### config.mk
export PLATFORM = sky130hd
export DESIGN_NAME = escape_host
export DESIGN_NICKNAME = d
export VERILOG_FILES = /design/src/rtl/escape_pkg.sv /design/src/rtl/escape_pos_tracker.sv /design/src/rtl/escape_host.sv
export SDC_FILE = /design/constraint.sdc
export NUM_CORES = 1
export LEC_CHECK = 0
export BUFFER_PORTS_ARGS = -buffer_cell sky130_fd_sc_hd__buf_2
export CORE_UTILIZATION = 57
export DETAILED_ROUTE_END_ITERATION = 12
export PLACE_DENSITY_LB_ADDON = 0.2
export SYNTH_ARGS = -nofsm -noshare
export SYNTH_HDL_FRONTEND = slang
export SYNTH_HIERARCHICAL = 1
export SYNTH_SLANG_ARGS = --single-unit
### constraint.sdc
create_clock -name clk -period 5.8 [get_ports clk]
set_clock_uncertainty 0.2 [all_clocks]
set_input_delay 0 -clock clk [delete_from_list [all_inputs] [get_ports clk]]
set_output_delay 0 -clock clk [all_outputs]
set_load 0.05 [all_outputs]
### src/rtl/escape_pkg.sv
`default_nettype none
// ============================================================================
//  Module      : escape_pkg
//  Description : Shared encodings for the maze-escape host: directions, cell
//                types, FSM states, error-bit positions, cell indexing.
//  Revision    : 1.0  initial release
// ============================================================================
package escape_pkg;

    localparam int MAP_DIM   = 17;
    localparam int MAP_CELLS = MAP_DIM * MAP_DIM;
    localparam int MAX_HOST  = 4;

    localparam logic [2:0] DIR_R     = 3'd0;
    localparam logic [2:0] DIR_D     = 3'd1;
    localparam logic [2:0] DIR_L     = 3'd2;
    localparam logic [2:0] DIR_U     = 3'd3;
    localparam logic [2:0] DIR_STALL = 3'd4;

    localparam logic [1:0] CELL_WALL = 2'd0;
    localparam logic [1:0] CELL_PATH = 2'd1;
    localparam logic [1:0] CELL_TRAP = 2'd2;
    localparam logic [1:0] CELL_HOST = 2'd3;

    localparam int ERR_WALL    = 0;
    localparam int ERR_BOUND   = 1;
    localparam int ERR_TRAP    = 2;
    localparam int ERR_TIMEOUT = 3;
    localparam int ERR_PROTO   = 4;

    typedef enum logic [2:0] {
        S_IDLE    = 3'd0,
        S_SEND    = 3'd1,
        S_WALK    = 3'd2,
        S_RESP    = 3'd3,
        S_COLLECT = 3'd4,
        S_FIN     = 3'd5
    } state_t;

    // Raster index of cell (x = column, y = row).
    function automatic logic [8:0] cell_idx(input logic [4:0] x, input logic [4:0] y);
        return ({4'd0, y} * 9'(MAP_DIM)) + {4'd0, x};
    endfunction

endpackage
`default_nettype wire

### src/rtl/escape_pos_tracker.sv
`default_nettype none
// ============================================================================
//  Module      : escape_pos_tracker
//  Description : Engine position register with step, bounds, wall and trap
//                checks. The target cell value is looked up by the parent.
//  Revision    : 1.0  initial release
// ============================================================================
module escape_pos_tracker
    import escape_pkg::*;
(
    input  logic       clk,
    input  logic       rst,
    input  logic       clear,
    input  logic       step,
    input  logic [2:0] dir,
    input  logic [1:0] tgt_cell,
    output logic [8:0] pos_idx,
    output logic [8:0] tgt_idx,
    output logic       err_wall,
    output logic       err_bound,
    output logic       err_trap
);

    localparam logic [4:0] EDGE = 5'(MAP_DIM - 1);

    logic [4:0] x_q, x_d, y_q, y_d, nx, ny;
    logic       trap_q, trap_d;
    logic       off_grid, bad_dir, moved;

    // Candidate position for the current direction and its validity.
    always_comb begin
        nx       = x_q;
        ny       = y_q;
        off_grid = 1'b0;
        bad_dir  = 1'b0;
        case (dir)
            DIR_R:     if (x_q == EDGE)  off_grid = 1'b1; else nx = x_q + 5'd1;
            DIR_D:     if (y_q == EDGE)  off_grid = 1'b1; else ny = y_q + 5'd1;
            DIR_L:     if (x_q == 5'd0)  off_grid = 1'b1; else nx = x_q - 5'd1;
            DIR_U:     if (y_q == 5'd0)  off_grid = 1'b1; else ny = y_q - 5'd1;
            DIR_STALL: bad_dir = 1'b0;
            default:   bad_dir = 1'b1;
        endcase
    end

    assign moved     = step && !off_grid && !bad_dir && (dir != DIR_STALL);
    assign err_bound = step && (off_grid || bad_dir);
    assign err_wall  = moved && (tgt_cell == CELL_WALL);
    // A trap must be followed by a stall before the engine may move on.
    assign err_trap  = step && trap_q && (dir != DIR_STALL);
    assign tgt_idx   = cell_idx(nx, ny);
    assign pos_idx   = cell_idx(x_q, y_q);

    // Next position and pending-trap flag.
    always_comb begin
        x_d    = x_q;
        y_d    = y_q;
        trap_d = trap_q;
        if (clear) begin
            x_d    = 5'd0;
            y_d    = 5'd0;
            trap_d = 1'b0;
        end else if (moved) begin
            x_d    = nx;
            y_d    = ny;
            trap_d = (tgt_cell == CELL_TRAP);
        end else if (step && dir == DIR_STALL) begin
            trap_d = 1'b0;
        end
    end

    // Position state register.
    always_ff @(posedge clk or posedge rst) begin
        if (rst) begin
            x_q    <= 5'd0;
            y_q    <= 5'd0;
            trap_q <= 1'b0;
        end else begin
            x_q    <= x_d;
            y_q    <= y_d;
            trap_q <= trap_d;
        end
    end

endmodule
`default_nettype wire

### src/rtl/escape_host.sv
`default_nettype none
// ============================================================================
//  Module      : escape_host
//  Description : Host-side driver/monitor for the maze-escape engine: streams
//                the maze, follows the step stream, answers hostage arrivals
//                with passwords and collects the result burst.
//  Revision    : 1.0  initial release
// ============================================================================
module escape_host
    import escape_pkg::*;
#(
    parameter int RESP_DLY = 2,
    parameter int TIMEOUT  = 3000
) (
    input  logic        clk,
    input  logic        rst,
    input  logic        cfg_we,
    input  logic [8:0]  cfg_addr,
    input  logic [1:0]  cfg_data,
    input  logic        pw_we,
    input  logic [1:0]  pw_idx,
    input  logic [8:0]  pw_data,
    input  logic        start,
    output logic        tx_valid1,
    output logic [1:0]  tx_map,
    output logic        tx_valid2,
    output logic [8:0]  tx_data,
    input  logic        rx_valid2,
    input  logic [2:0]  rx_dir,
    input  logic        rx_valid1,
    input  logic [8:0]  rx_data,
    output logic        busy,
    output logic        done,
    output logic [4:0]  err,
    output logic [9:0]  step_cnt,
    output logic [35:0] result
);

    localparam int TO_W = $clog2(TIMEOUT + 1);

    logic [1:0]      map_mem [MAP_CELLS];
    logic [8:0]      pw_mem  [MAX_HOST];

    state_t          state_q, state_d;
    logic [8:0]      cnt_q, cnt_d, hcnt_q, hcnt_d, beat_q, beat_d;
    logic [8:0]      host_q [MAX_HOST];
    logic [8:0]      host_d [MAX_HOST];
    logic [2:0]      k_q, k_d;
    logic [3:0]      dly_q, dly_d;
    logic [TO_W-1:0] to_q, to_d;
    logic            v1p_q, v2p_q;
    logic            tx_valid1_q, tx_valid1_d, tx_valid2_q, tx_valid2_d;
    logic [1:0]      tx_map_q, tx_map_d;
    logic [8:0]      tx_data_q, tx_data_d;
    logic [4:0]      err_q, err_d;
    logic [9:0]      step_q, step_d;
    logic [35:0]     result_q, result_d;

    logic [8:0]      pos_idx, tgt_idx, exp_beats;
    logic [2:0]      heff;
    logic            trk_wall, trk_bound, trk_trap, start_acc;

    assign start_acc = (state_q == S_IDLE) && start;
    // Hostages beyond MAX_HOST are walked over as plain path cells.
    assign heff      = (hcnt_q > 9'(MAX_HOST)) ? 3'(MAX_HOST) : hcnt_q[2:0];
    assign exp_beats = (hcnt_q == 9'd0) ? 9'd1 : hcnt_q;

    escape_pos_tracker u_trk (
        .clk       (clk),
        .rst       (rst),
        .clear     (start_acc),
        .step      ((state_q == S_WALK) && rx_valid2),
        .dir       (rx_dir),
        .tgt_cell  (map_mem[tgt_idx]),
        .pos_idx   (pos_idx),
        .tgt_idx   (tgt_idx),
        .err_wall  (trk_wall),
        .err_bound (trk_bound),
        .err_trap  (trk_trap)
    );

    // Maze and password storage: writable only while idle, survives reset.
    always_ff @(posedge clk) begin
        if (state_q == S_IDLE && cfg_we && cfg_addr < 9'(MAP_CELLS))
            map_mem[cfg_addr] <= cfg_data;
        if (state_q == S_IDLE && pw_we)
            pw_mem[pw_idx] <= pw_data;
    end

    // Run sequencing: next state, stream outputs, error flags and counters.
    always_comb begin
        state_d     = state_q;
        cnt_d       = cnt_q;
        hcnt_d      = hcnt_q;
        host_d      = host_q;
        beat_d      = beat_q;
        k_d         = k_q;
        dly_d       = dly_q;
        to_d        = to_q;
        tx_valid1_d = 1'b0;
        tx_map_d    = tx_map_q;
        tx_valid2_d = 1'b0;
        tx_data_d   = tx_data_q;
        err_d       = err_q | {2'b00, trk_trap, trk_bound, trk_wall};
        step_d      = step_q;
        result_d    = result_q;

        case (state_q)
            S_IDLE: begin
                if (start) begin
                    state_d     = S_SEND;
                    cnt_d       = 9'd0;
                    hcnt_d      = 9'd0;
                    beat_d      = 9'd0;
                    k_d         = 3'd0;
                    err_d       = 5'd0;
                    step_d      = 10'd0;
                    result_d    = 36'd0;
                    tx_valid1_d = 1'b1;
                    tx_map_d    = map_mem[0];
                end
            end
            S_SEND: begin
                // tx_map_q holds map[cnt_q] this cycle.
                if (tx_map_q == CELL_HOST) begin
                    if (hcnt_q < 9'(MAX_HOST))
                        host_d[hcnt_q[1:0]] = cnt_q;
                    hcnt_d = hcnt_q + 9'd1;
                end
                if (cnt_q == 9'(MAP_CELLS - 1)) begin
                    state_d = S_WALK;
                    if (hcnt_d > 9'(MAX_HOST))
                        err_d[ERR_PROTO] = 1'b1;
                end else begin
                    cnt_d       = cnt_q + 9'd1;
                    tx_valid1_d = 1'b1;
                    tx_map_d    = map_mem[cnt_d];
                end
            end
            S_WALK: begin
                if (rx_valid2 && step_q != 10'h3FF)
                    step_d = step_q + 10'd1;
                if (rx_valid1)
                    err_d[ERR_PROTO] = 1'b1;
                if (v2p_q && !rx_valid2) begin
                    if (k_q < heff && pos_idx == host_q[k_q[1:0]]) begin
                        state_d = S_RESP;
                        dly_d   = 4'd0;
                    end else if (k_q == heff && pos_idx == 9'(MAP_CELLS - 1)) begin
                        state_d = S_COLLECT;
                    end
                end
            end
            S_RESP: begin
                if (dly_q == 4'(RESP_DLY - 1)) begin
                    tx_valid2_d = 1'b1;
                    tx_data_d   = pw_mem[k_q[1:0]];
                    k_d         = k_q + 3'd1;
                    state_d     = S_WALK;
                end else begin
                    dly_d = dly_q + 4'd1;
                end
            end
            S_COLLECT: begin
                if (rx_valid2)
                    err_d[ERR_PROTO] = 1'b1;
                if (rx_valid1) begin
                    case (beat_q)
                        9'd0:    result_d[8:0]   = rx_data;
                        9'd1:    result_d[17:9]  = rx_data;
                        9'd2:    result_d[26:18] = rx_data;
                        9'd3:    result_d[35:27] = rx_data;
                        default: result_d        = result_q;
                    endcase
                    if (beat_q != 9'h1FF)
                        beat_d = beat_q + 9'd1;
                end
                if (v1p_q && !rx_valid1) begin
                    if (beat_q != exp_beats)
                        err_d[ERR_PROTO] = 1'b1;
                    state_d = S_FIN;
                end
            end
            S_FIN:   state_d = S_IDLE;
            default: state_d = S_IDLE;
        endcase

        if ((state_q == S_WALK || state_q == S_RESP || state_q == S_COLLECT) &&
            to_q == TO_W'(TIMEOUT)) begin
            err_d[ERR_TIMEOUT] = 1'b1;
            state_d            = S_FIN;
        end

        if (state_d != state_q || rx_valid1 || rx_valid2)
            to_d = '0;
        else if (to_q != TO_W'(TIMEOUT))
            to_d = to_q + TO_W'(1);
    end

    // Control and output registers.
    always_ff @(posedge clk or posedge rst) begin
        if (rst) begin
            state_q     <= S_IDLE;
            cnt_q       <= 9'd0;
            hcnt_q      <= 9'd0;
            beat_q      <= 9'd0;
            for (int i = 0; i < MAX_HOST; i++) host_q[i] <= 9'd0;
            k_q         <= 3'd0;
            dly_q       <= 4'd0;
            to_q        <= '0;
            v1p_q       <= 1'b0;
            v2p_q       <= 1'b0;
            tx_valid1_q <= 1'b0;
            tx_map_q    <= 2'd0;
            tx_valid2_q <= 1'b0;
            tx_data_q   <= 9'd0;
            err_q       <= 5'd0;
            step_q      <= 10'd0;
            result_q    <= 36'd0;
        end else begin
            state_q     <= state_d;
            cnt_q       <= cnt_d;
            hcnt_q      <= hcnt_d;
            beat_q      <= beat_d;
            host_q      <= host_d;
            k_q         <= k_d;
            dly_q       <= dly_d;
            to_q        <= to_d;
            v1p_q       <= rx_valid1;
            v2p_q       <= rx_valid2;
            tx_valid1_q <= tx_valid1_d;
            tx_map_q    <= tx_map_d;
            tx_valid2_q <= tx_valid2_d;
            tx_data_q   <= tx_data_d;
            err_q       <= err_d;
            step_q      <= step_d;
            result_q    <= result_d;
        end
    end

    assign tx_valid1 = tx_valid1_q;
    assign tx_map    = tx_map_q;
    assign tx_valid2 = tx_valid2_q;
    assign tx_data   = tx_data_q;
    assign busy      = (state_q == S_SEND) || (state_q == S_WALK) ||
                       (state_q == S_RESP) || (state_q == S_COLLECT);
    assign done      = (state_q == S_FIN);
    assign err       = err_q;
    assign step_cnt  = step_q;
    assign result    = result_q;

endmodule
`default_nettype wire

# Word-level counts from Yosys, hierarchy flattened
# Memories as Yosys holds them, arrays and structs flattened. A register that Yosys moved wholly into a read port is not among the register bits.
# Index checks and enable logic that the tools add are counted.
# totals
regBits	153
ram_bits	614
inputBits	41
elab_cells	239
memories	2
# op_classes
n_addsub	13
n_mul	2
n_lt_le_gt_ge	8
n_eq_ne	41
n_mux	86
n_bitwise	3
reduce_logical	59
# mem_list
name	words	width	read_ports	rd_clocked_by_memory_dff	write_ports	line	text
map_mem	289	2	3	0	1	escape_host.sv:41	logic [1:0] map_mem [MAP_CELLS];
pw_mem	4	9	1	1	1	escape_host.sv:42	logic [8:0] pw_mem [MAX_HOST];
# ops
operator	n
$mux 9	14
$mux 36	2
$pmux 36 s2	1
$pmux 9 s2	3
$mux 5	9
$bwmux 36	1
$mux 3	11
$add 9x1->9 const B	3
$mux 12	2
$reduce_and 4->1	6
$mux 1	23
$logic_and 1x1->1	20
$mux 10	2
$pmux 10 s2	1
$pmux 5 s2	2
$add 9x5->9	2
$bmux 9 s2	1
$demux 9 s2	1
$eq 9x2->1 const B	2
$eq 9x9->1 const B	2
$gt 9x3->1 const B	2
$logic_not 9->1	2
$mul 5x5->9 const B	2
$ne 2x2->1 const B	9
other kinds (48)	89

# Depth between registers and ports, before layout
# Gate-level depths: netlist of the first run.
# logic_depth
depth_word	14
mapped_depth	25
mapped_depth_nobuf	24

# Cells and area by module
# The synthesis of the first run kept the hierarchy.
# modules_own_cells
mod	n_inst	cells_per_inst	area_each_um2
escape_host	1	2447	37114.3
escape_pos_tracker	1	211	1859.3

# Worst setup path before layout of the first run
# No wires, ideal clock.
# synth_path
path_type	register to register
startpoint	register u_trk.y_q[0]
endpoint	register err_q[0] (netlist: err[0])
setup_time_ns	0.073
arrival_time_ns	5.684
required_time_ns	5.527
setup_slack_ns	-0.157
stages_incl_launch_ff	21
synth_period_minus_slack_ns	5.957
cell_sequence	dfrtp_1 clkbuf_1 inv_1 ha_1 or3b_4 o2111a_1 a211oi_2 ha_1 ha_1 ha_1 fa_1 xor2_1 buf_1 mux4_2 mux4_2 mux2_2 nor3b_1 a211oi_1 nor3b_1 nor2_1 nor2_1
# synth_via
elab_chain_len	11
# synth_rtl
item	line	text
start, declared	escape_pos_tracker.sv:26	logic [4:0] x_q, x_d, y_q, y_d, nx, ny;
start signal, assigned	escape_pos_tracker.sv:80	y_q <= y_d;
$sub 5x1->5 (tied with other cells)	escape_pos_tracker.sv:40	DIR_U: if (y_q == 5'd0) off_grid = 1'b1; else ny = y_q - 5'd1;
$mux 5, on equally long branches	escape_pos_tracker.sv:40, escape_pos_tracker.sv:38	
$pmux 5 s2 *	escape_pos_tracker.sv:36	case (dir)
$mul 5x5->9 *	escape_pkg.sv:42	return ({4'd0, y} * 9'(MAP_DIM)) + {4'd0, x};
$add 9x5->9 *	escape_pkg.sv:42	
named net tgt_idx[4]	escape_host.sv:59	logic [8:0] pos_idx, tgt_idx, exp_beats;
$mem_v2 289x2 *	n/a	
$logic_not 2->1 *	escape_pos_tracker.sv:48	assign err_wall = moved && (tgt_cell == CELL_WALL);
$logic_and 1x1->1 *	escape_pos_tracker.sv:48	
named net trk_wall	escape_host.sv:61	logic trk_wall, trk_bound, trk_trap, start_acc;
$or 5x3->5 *	escape_host.sv:104	err_d = err_q | {2'b00, trk_trap, trk_bound, trk_wall};
$mux 5	escape_host.sv:110	if (start) begin
$mux 4 *	escape_host.sv:108	case (state_q)
named net err_d[0]	escape_host.sv:55	logic [4:0] err_q, err_d;
end signal, assigned	escape_host.sv:235	err_q <= err_d;
end, declared	escape_host.sv:55	
# Mark *: on every way through the listed nets, which the timed path passes. The rest lies on a longest branch.
# A chain may end at the register's enable or synchronous reset.

# Worst setup path in the final report of the first run
# layout_path
startpoint	register u_trk.y_q[0]
endpoint	register u_trk.trap_q
# layout_via
elab_chain_len	9
# layout_rtl
item	line	text
$sub 5x1->5 (tied with other cells)	escape_pos_tracker.sv:40	
$mux 5, on equally long branches	escape_pos_tracker.sv:40, escape_pos_tracker.sv:38	
$pmux 5 s2 *	escape_pos_tracker.sv:36	
$mul 5x5->9 *	escape_pkg.sv:42	
$add 9x5->9 *	escape_pkg.sv:42	
named net tgt_idx[4]	escape_host.sv:59	
$mem_v2 289x2 *	n/a	
$eq 2x2->1 *	escape_pos_tracker.sv:66	trap_d = (tgt_cell == CELL_TRAP);
$mux 1 *	escape_pos_tracker.sv:63	end else if (moved) begin
$mux 1 *	escape_pos_tracker.sv:59	if (clear) begin
end signal, assigned	escape_pos_tracker.sv:81	trap_q <= trap_d;
end, declared	escape_pos_tracker.sv:27	logic trap_q, trap_d;
# Marks and branches as above.

==> flow_metrics.py, run 1 <==
metrics = {
    "status": {
        "status": "finished clean",
    },
    "worst_setup_path": {
        "crit_top_cell": "ha_1",
        "endpoint_kind": "register",
        "critPathMaxStageDelay_ns": 0.54,
        "path_delay_family": "adder cells",
        "path_class": "register to register",
        "rr_worst_depth": 19,
        "cp_max_fo": 8,
        "r2r_slack_ns": 0.14,
        "r2r-start": "u_trk/y_q[0]",
        "slowest_stage": "mux4_2",
        "cp_num_buf_inv": 3,
        "critPathRequiredTime_ns": 6.17,
        "r2r-end": "u_trk/trap_q",
        "critical_path.cell_chain": "inv_1 -> ha_2 -> or3b_4 -> a21oi_1 -> o22ai_2 -> ha_1 -> ha_1 -> ha_1 -> ha_4 -> xor2_4 -> buf_12 -> clkbuf_16 -> mux4_2 -> mux4_2 -> mux2_2 -> nor3b_1 -> a211oi_1 -> nand3b_1 -> a21oi_1",
        "start_kind": "register",
        "crit_arrival_ns": 6.03,
    },
    "cts": {
        "clock-root-buffer": "clkbuf_16",
        "cts_htree_levels": 3,
        "numCtsBuffers": 82,
        "clock-sinks": 776,
        "clkTransAtPathRegs_ns": 0.06,
        "cts_tree": "done",
        "clk_path_buf_depth": 3,
        "clkLatencyLatePin_ns": 0.65,
    },
    "logic_synthesis": {
        "synth-seq-cells": 776,
        "avgSynthCellArea_um2": 14.7,
        "synthTopCellsByArea": "edfxtp_1 47%, mux4_2 20%, dfrtp_1 10%",
        "syn_nets": 2757,
        "seq_area_frac_synth": 0.577,
        "syn_area_mm2": 0.0390,
        "synth-async-reset-ratio": 0.209,
        "synth-edff-count": 614,
        "yosys.area.top_type": "edfxtp_1",
        "synth_ff_type": "edfxtp_1",
        "synth_top_area_share": 0.473,
        "synth.distinct_cells": 80,
        "synth_cells": 2658,
        "yosysWarnings": 6,
    },
    "routing": {
        "drt_iter0_drc": 3003,
        "routedWlPerCell_um": 28.5,
        "vias_per_cell": 6.81,
        "drt-total-wl_um": 106000,
        "dr.pass1.iters": 5,
        "ant_nets": 0,
        "num_vias": 25324,
        "remaining_drc_errors": 0,
    },
    "min_path": {
        "hold_class": "input port to register",
        "holdPathStages": 4,
        "worstHoldEndpoint": "err[4]",
        "hold_path_startpoint": "rx_valid1",
    },
    "die": {
        "fp-row-count": 95,
        "die_x_um": 263,
        "dieArea_mm2": 0.0694,
        "dieHeight_um": 263,
        "core_region_area_mm2": 0.0674,
        "initial_core_util": 0.578,
        "ios": 107,
    },
    "sta": {
        "worst-slew-pin-transition_ns": 1.23,
        "clock.fmax_mhz": 177,
        "maxSlewHeadroom": 0.179,
        "slew_viol_final": 0,
        "setup_tns_ns": 0,
        "post-route-period-util": 0.976,
        "fin_ws_ns": 0.137,
        "period_needed_ns": 5.66,
        "hold_slack_ns": 0.107,
        "setup_viol": 0,
        "hold_viol": 0,
    },
    "global_routing": {
        "antenna_found_initial": 4,
        "grt_max_degree": 155,
        "grt_pass1_wl_um": 159000,
        "first_global_vias": 25425,
        "grt-ovfl-total": 0,
        "track_usage": 0.307,
    },
    "pwr": {
        "power_leakage_nw": 15.2,
        "p_int_mw": 15.5,
        "combPwrFrac": 0.535,
        "irDropWorstVdd_mv": 0.819,
        "pwr-share-clk": 0.209,
        "seqPwrFrac": 0.256,
        "netSwitchingPower_mw": 8.87,
        "p_sw_frac": 0.365,
        "power_density_mw_per_mm2": 555,
    },
    "place": {
        "gp_congestion": 0.915,
        "pre_cts_ws_ns": 0.0478,
        "dpl.hpwl_um": 67800,
        "port_buffers": 106,
    },
    "final_layout": {
        "drive_above_1_share": 0.273,
        "fin_util": 0.651,
        "nets": 2884,
        "area_growth_pct": 12.6,
        "fill_cells": 4740,
    },
    "run": {
        "maxCapViolCount": 0,
    },
}
-- state kept, by name, indices dropped and copies added, names as in the netlist, 10 cells and up --
signal and count:
pw_mem 36, host_q 36, map_mem 578, step_cnt 10, result 36, to_q 12
-- Yosys cell counts (14+ instances only) --
library cell and count:
buf_2 40, xnor2_1 36, nor2_1 378, mux2_2 78, ha_1 54, nand4_1 42, edfxtp_1 614, nand2_1 232
a211oi_1 14, dfrtp_1 162, inv_1 31, nor3_1 22, a21oi_1 43, and3_1 21, xor2_1 34, nand3_1 69
clkbuf_1 128, mux4_2 343, nor3b_1 16, o21ai_0 74, mux2i_1 28
-- cell type report --
class	instances	area, um2	area share
antenna	1	2.50	0.0000570
clock buffer	96	2110	0.0482
clock inverter	49	460	0.0105
inverter	32	125	0.00285
multi-input combinational	1657	15800	0.359
sequential	776	22500	0.513
tap	873	1090	0.0249
timing repair buffer	236	1830	0.0417
-- repair_timing --
action / in CTS / in global routing
gates resized for setup: 0 / 11
endpoints found under the hold margin: 544 / 0
hold buffers: 47 / 0
buffers inserted: 0 / 7
endpoints found under the setup margin: 0 / 2
-- worst min-delay path: stages --
cell and delay [ns]:
dlygate4sd3_1 0.53, buf_2 0.16, o21bai_1 0.15, a21oi_1 0.06
-- worst max-delay path by stage --
stage                      start      endpoint  slack (ns)  cells past startpoint
finish              u_trk/y_q[0]  u_trk/trap_q        0.14                     19
global placement    u_trk/y_q[0]        err[0]        0.04                     19
global route        u_trk/y_q[0]        err[0]       -0.02                     20
CTS                 u_trk/y_q[0]  u_trk/trap_q        0.04                     18
detailed placement  u_trk/y_q[0]  u_trk/trap_q        0.05                     18
floorplan           u_trk/y_q[0]        err[0]        0.10                     20
-- cell families (layout without fill, tap and decap cells) --
logic type / Yosys count / in the layout / share of synthesized area
xor+xnor: 70 / 70 / 0.0157
mux: 449 / 449 / 0.228
flops: 776 / 776 / 0.577
simple gates: 868 / 868 / 0.100
other cells: 0 / 1 / 0
buf+inv: 225 / 413 / 0.0246
compound gates: 212 / 212 / 0.0352
fa+ha+maj: 58 / 58 / 0.0194
-- cell usage in the layout (no fill, tap or decap), drive strengths merged, types with 32 or more instances in the layout --
| cell | n |
|---|---|
| dfrtp | 162 |
| o21ai | 75 |
| nand3 | 69 |
| clkbuf | 97 |
| buf | 188 |
| clkinv | 32 |
| nand2 | 232 |
| mux4 | 343 |
| nand4 | 42 |
| dlygate4sd3 | 47 |
| xor2 | 34 |
| xnor2 | 36 |
| edfxtp | 614 |
| ha | 54 |
| mux2 | 78 |
| inv | 35 |
| a21oi | 48 |
| nor2 | 378 |
-- per-stage QoR --
step / std cells / total power [mW] / area, um2
4_1_cts: 3712 / 23.6 / 43700
5_1_grt: 3719 / 25.1 / 43900
3_5_place_dp: 3520 / 18.4 / 40700
6_report: 3720 / 24.3 / 43900
2_1_floorplan: 2658 / 14.9 / 39000
3_3_place_gp: 3520 / 18.3 / 40700
-- layer usage --
| metal | vias up | GRT usage | share of wire |
|---|---|---|---|
| met3 | 296 | 0.0726 | 0.11 |
| met4 | 6 | 0.119 | 0.045 |
| li1 | 10596 | - | - |
| met1 | 12949 | 0.407 | 0.37 |
| met2 | 1477 | 0.494 | 0.48 |
| met5 | - | 0 | 0.00035 |
-- power by group through the flow --
| stage | registers [mW] | logic [mW] | clock network, mW |
|---|---|---|---|
| 2_1_floorplan | 6.51 | 8.40 | 0 |
| 3_3_place_gp | 6.34 | 11.9 | 0 |
| 3_5_place_dp | 6.34 | 12.1 | 0 |
| 4_1_cts | 6.23 | 12.2 | 5.16 |
| 5_1_grt | 6.25 | 13.5 | 5.36 |
| 6_report | 6.23 | 13.0 | 5.09 |
No activity file was read; power rests on OpenSTA's default activity.
==> run 2: changes to the inputs <==
--- a/config.mk
+++ b/config.mk
@@ -6,7 +6,7 @@
 export NUM_CORES = 1
 export LEC_CHECK = 0
 export BUFFER_PORTS_ARGS = -buffer_cell sky130_fd_sc_hd__buf_2
-export CORE_UTILIZATION = 57
+export CORE_UTILIZATION = 50
 export DETAILED_ROUTE_END_ITERATION = 12
 export PLACE_DENSITY_LB_ADDON = 0.2
 export SYNTH_ARGS = -nofsm -noshare
==> run 2 against run 1 <==
Compared with the run above: first-iteration DRC count is 5.6% lower; register-to-register slack better by 0.06 ns; setup slack better by 0.064 ns; via count is 0.11% lower; wire length is 3.4% higher.
==> flow_metrics.py, run 2 (synthesized netlist as in run 1, its figures left out) <==
metrics = {
    "status": {
        "status": "finished clean",
    },
    "die": {
        "ios": 107,
        "dieArea_mm2": 0.0791,
        "initial_core_util": 0.504,
        "core_region_area_mm2": 0.0773,
        "die_x_um": 281,
        "dieHeight_um": 281,
        "fp-row-count": 102,
    },
    "final_layout": {
        "fin_util": 0.572,
        "diodes": 0,
        "largest_register_ffs": 578,
        "nets": 2876,
        "area_growth_pct": 13.6,
        "fill_cells": 6043,
        "fin_cells": 3884,
        "top_register": "map_mem",
        "drive_above_1_share": 0.270,
        "layout_common_cells": "614 x edfxtp_1, 378 x nor2_1, 343 x mux4_2",
        "seq_area_mm2": 0.0225,
        "layout_commonest_cell": "edfxtp_1",
        "multi_input_area_mm2": 0.0158,
    },
    "routing": {
        "ant_nets": 0,
        "routedWlPerCell_um": 28.2,
        "vias_per_cell": 6.51,
        "dr.pass1.iters": 6,
        "num_vias": 25297,
        "remaining_drc_errors": 0,
        "drt-total-wl_um": 109000,
        "drt_iter0_drc": 2835,
    },
    "place": {
        "port_buffers": 106,
        "dpl.hpwl_um": 70700,
        "gp_congestion": 0.910,
        "place_inst": 3682,
        "pre_cts_ws_ns": 0.00738,
    },
    "sta": {
        "post-route-period-util": 0.965,
        "setup_viol": 0,
        "fin_ws_ns": 0.202,
        "setup_tns_ns": 0,
        "maxSlewHeadroom": 0.136,
        "grt_setup_unrepaired": "no",
        "period_needed_ns": 5.60,
        "hold_viol": 0,
        "clock.fmax_mhz": 179,
        "slew_viol_final": 0,
        "worst-slew-pin-transition_ns": 1.29,
    },
    "pwr": {
        "irDropWorstVdd_mv": 0.855,
        "power_leakage_nw": 15.3,
        "p_sw_frac": 0.366,
        "finalPower_mw": 24.7,
        "pwr-share-clk": 0.226,
        "seqPwrFrac": 0.253,
        "p_int_mw": 15.6,
        "netSwitchingPower_mw": 9.02,
        "power_density_mw_per_mm2": 557,
        "combPwrFrac": 0.520,
    },
    "cts": {
        "clock-root-buffer": "clkbuf_16",
        "cts_htree_levels": 3,
        "clk_path_buf_depth": 3,
        "clkTransAtPathRegs_ns": 0.06,
        "clkLatencyLatePin_ns": 0.66,
        "cts_tree": "done",
        "numCtsBuffers": 84,
        "clock-sinks": 776,
    },
    "worst_setup_path": {
        "crit_arrival_ns": 5.98,
        "path_class": "register to register",
        "endpoint_kind": "register",
        "cp_max_fo": 8,
        "critPathMaxStageDelay_ns": 0.51,
        "rr_worst_depth": 20,
        "critPathRequiredTime_ns": 6.19,
        "critical_path.cell_chain": "inv_1 -> ha_2 -> or3b_4 -> o21ai_2 -> o31ai_1 -> ha_1 -> ha_1 -> ha_2 -> fa_2 -> xor2_4 -> buf_12 -> clkbuf_16 -> mux4_2 -> mux4_2 -> mux2_2 -> nor3b_1 -> a211oi_1 -> nor3b_1 -> nor2_1 -> nor2_1",
        "start_kind": "register",
        "slowest_stage": "mux4_2",
    },
    "min_path": {
        "holdPathStages": 4,
        "hold_class": "input port to register",
    },
    "global_routing": {
        "track_usage": 0.280,
        "grt_pass1_wl_um": 164000,
        "grt_max_degree": 236,
        "grt-ovfl-total": 0,
        "first_global_vias": 25685,
        "antenna_found_initial": 1,
    },
    "run": {
        "maxCapViolCount": 0,
    },
}
-- run 2: stage by stage --
step                      hold slack, ns  cell area (um2)
after floorplan                   -0.348            39000
after global placement           -0.0601            40800
after detailed placement         -0.0553            40800
after CTS                         0.0183            44200
after global routing              0.0718            44300
final                             0.0618            44300
-- run 2: final cells by class --
type                       count  share of cell area
sequential                   776               0.508
multi-input combinational   1657               0.356
clock buffer                 103              0.0503
timing repair buffer         226              0.0388
tap                         1040              0.0294
clock inverter                50              0.0144
inverter                      32             0.00283
-- run 2: power groups by stage --
| stage | Clock [mW] | Combinational (mW) | Sequential, mW |
|---|---|---|---|
| after CTS | 5.64 | 12.2 | 6.24 |
| after detailed placement | 0 | 12.1 | 6.35 |
| after global placement | 0 | 12.0 | 6.35 |
| after floorplan | 0 | 8.40 | 6.51 |
| final | 5.58 | 12.8 | 6.25 |
| after global routing | 5.85 | 13.3 | 6.26 |
-- run 2: timing repair --
| action | 4_1_cts | 5_1_grt |
|---|---|---|
| gates cloned | 0 | 1 |
| gates resized for setup | 1 | 10 |
| endpoints found under the setup margin | 2 | 2 |
| hold buffers | 47 | 0 |
| hold endpoints to repair | 451 | 0 |
| setup buffers | 0 | 1 |
| pin swaps | 0 | 3 |
-- run 2: routing by layer --
layer | GRT usage | wire length, um
met1 | 0.374 | 42200
met2 | 0.455 | 52600
met3 | 0.0591 | 10300
met4 | 0.101 | 4230
met5 | 0 | 13
-- run 2: worst paths after layout --
kind / start / endpoint / slack (ns)
worst min-delay path: cfg_addr[3] / map_mem[284][0] / 0.06
worst max-delay path: u_trk/y_q[0] / err[0] / 0.20
max in group asynchronous: rst / cnt_q[0] / 3.54
worst min register to register: err[3] / err[3] / 0.27
min in group asynchronous: rst / u_trk/trap_q / 0.45
worst max register to register: u_trk/y_q[0] / err[0] / 0.20
-- run 2: worst max-delay path: cells and delay by family (launching register included) --
kind | cells | cell delay, ns
adder cells (fa/ha/maj) | 5 | 1.47
multiplexers | 3 | 1.35
buffers and inverters | 3 | 0.46
flip-flops | 1 | 0.38
AND/OR/NAND/NOR | 5 | 1.06
XOR/XNOR | 1 | 0.20
AO/OA/AOI/OAI | 3 | 0.43
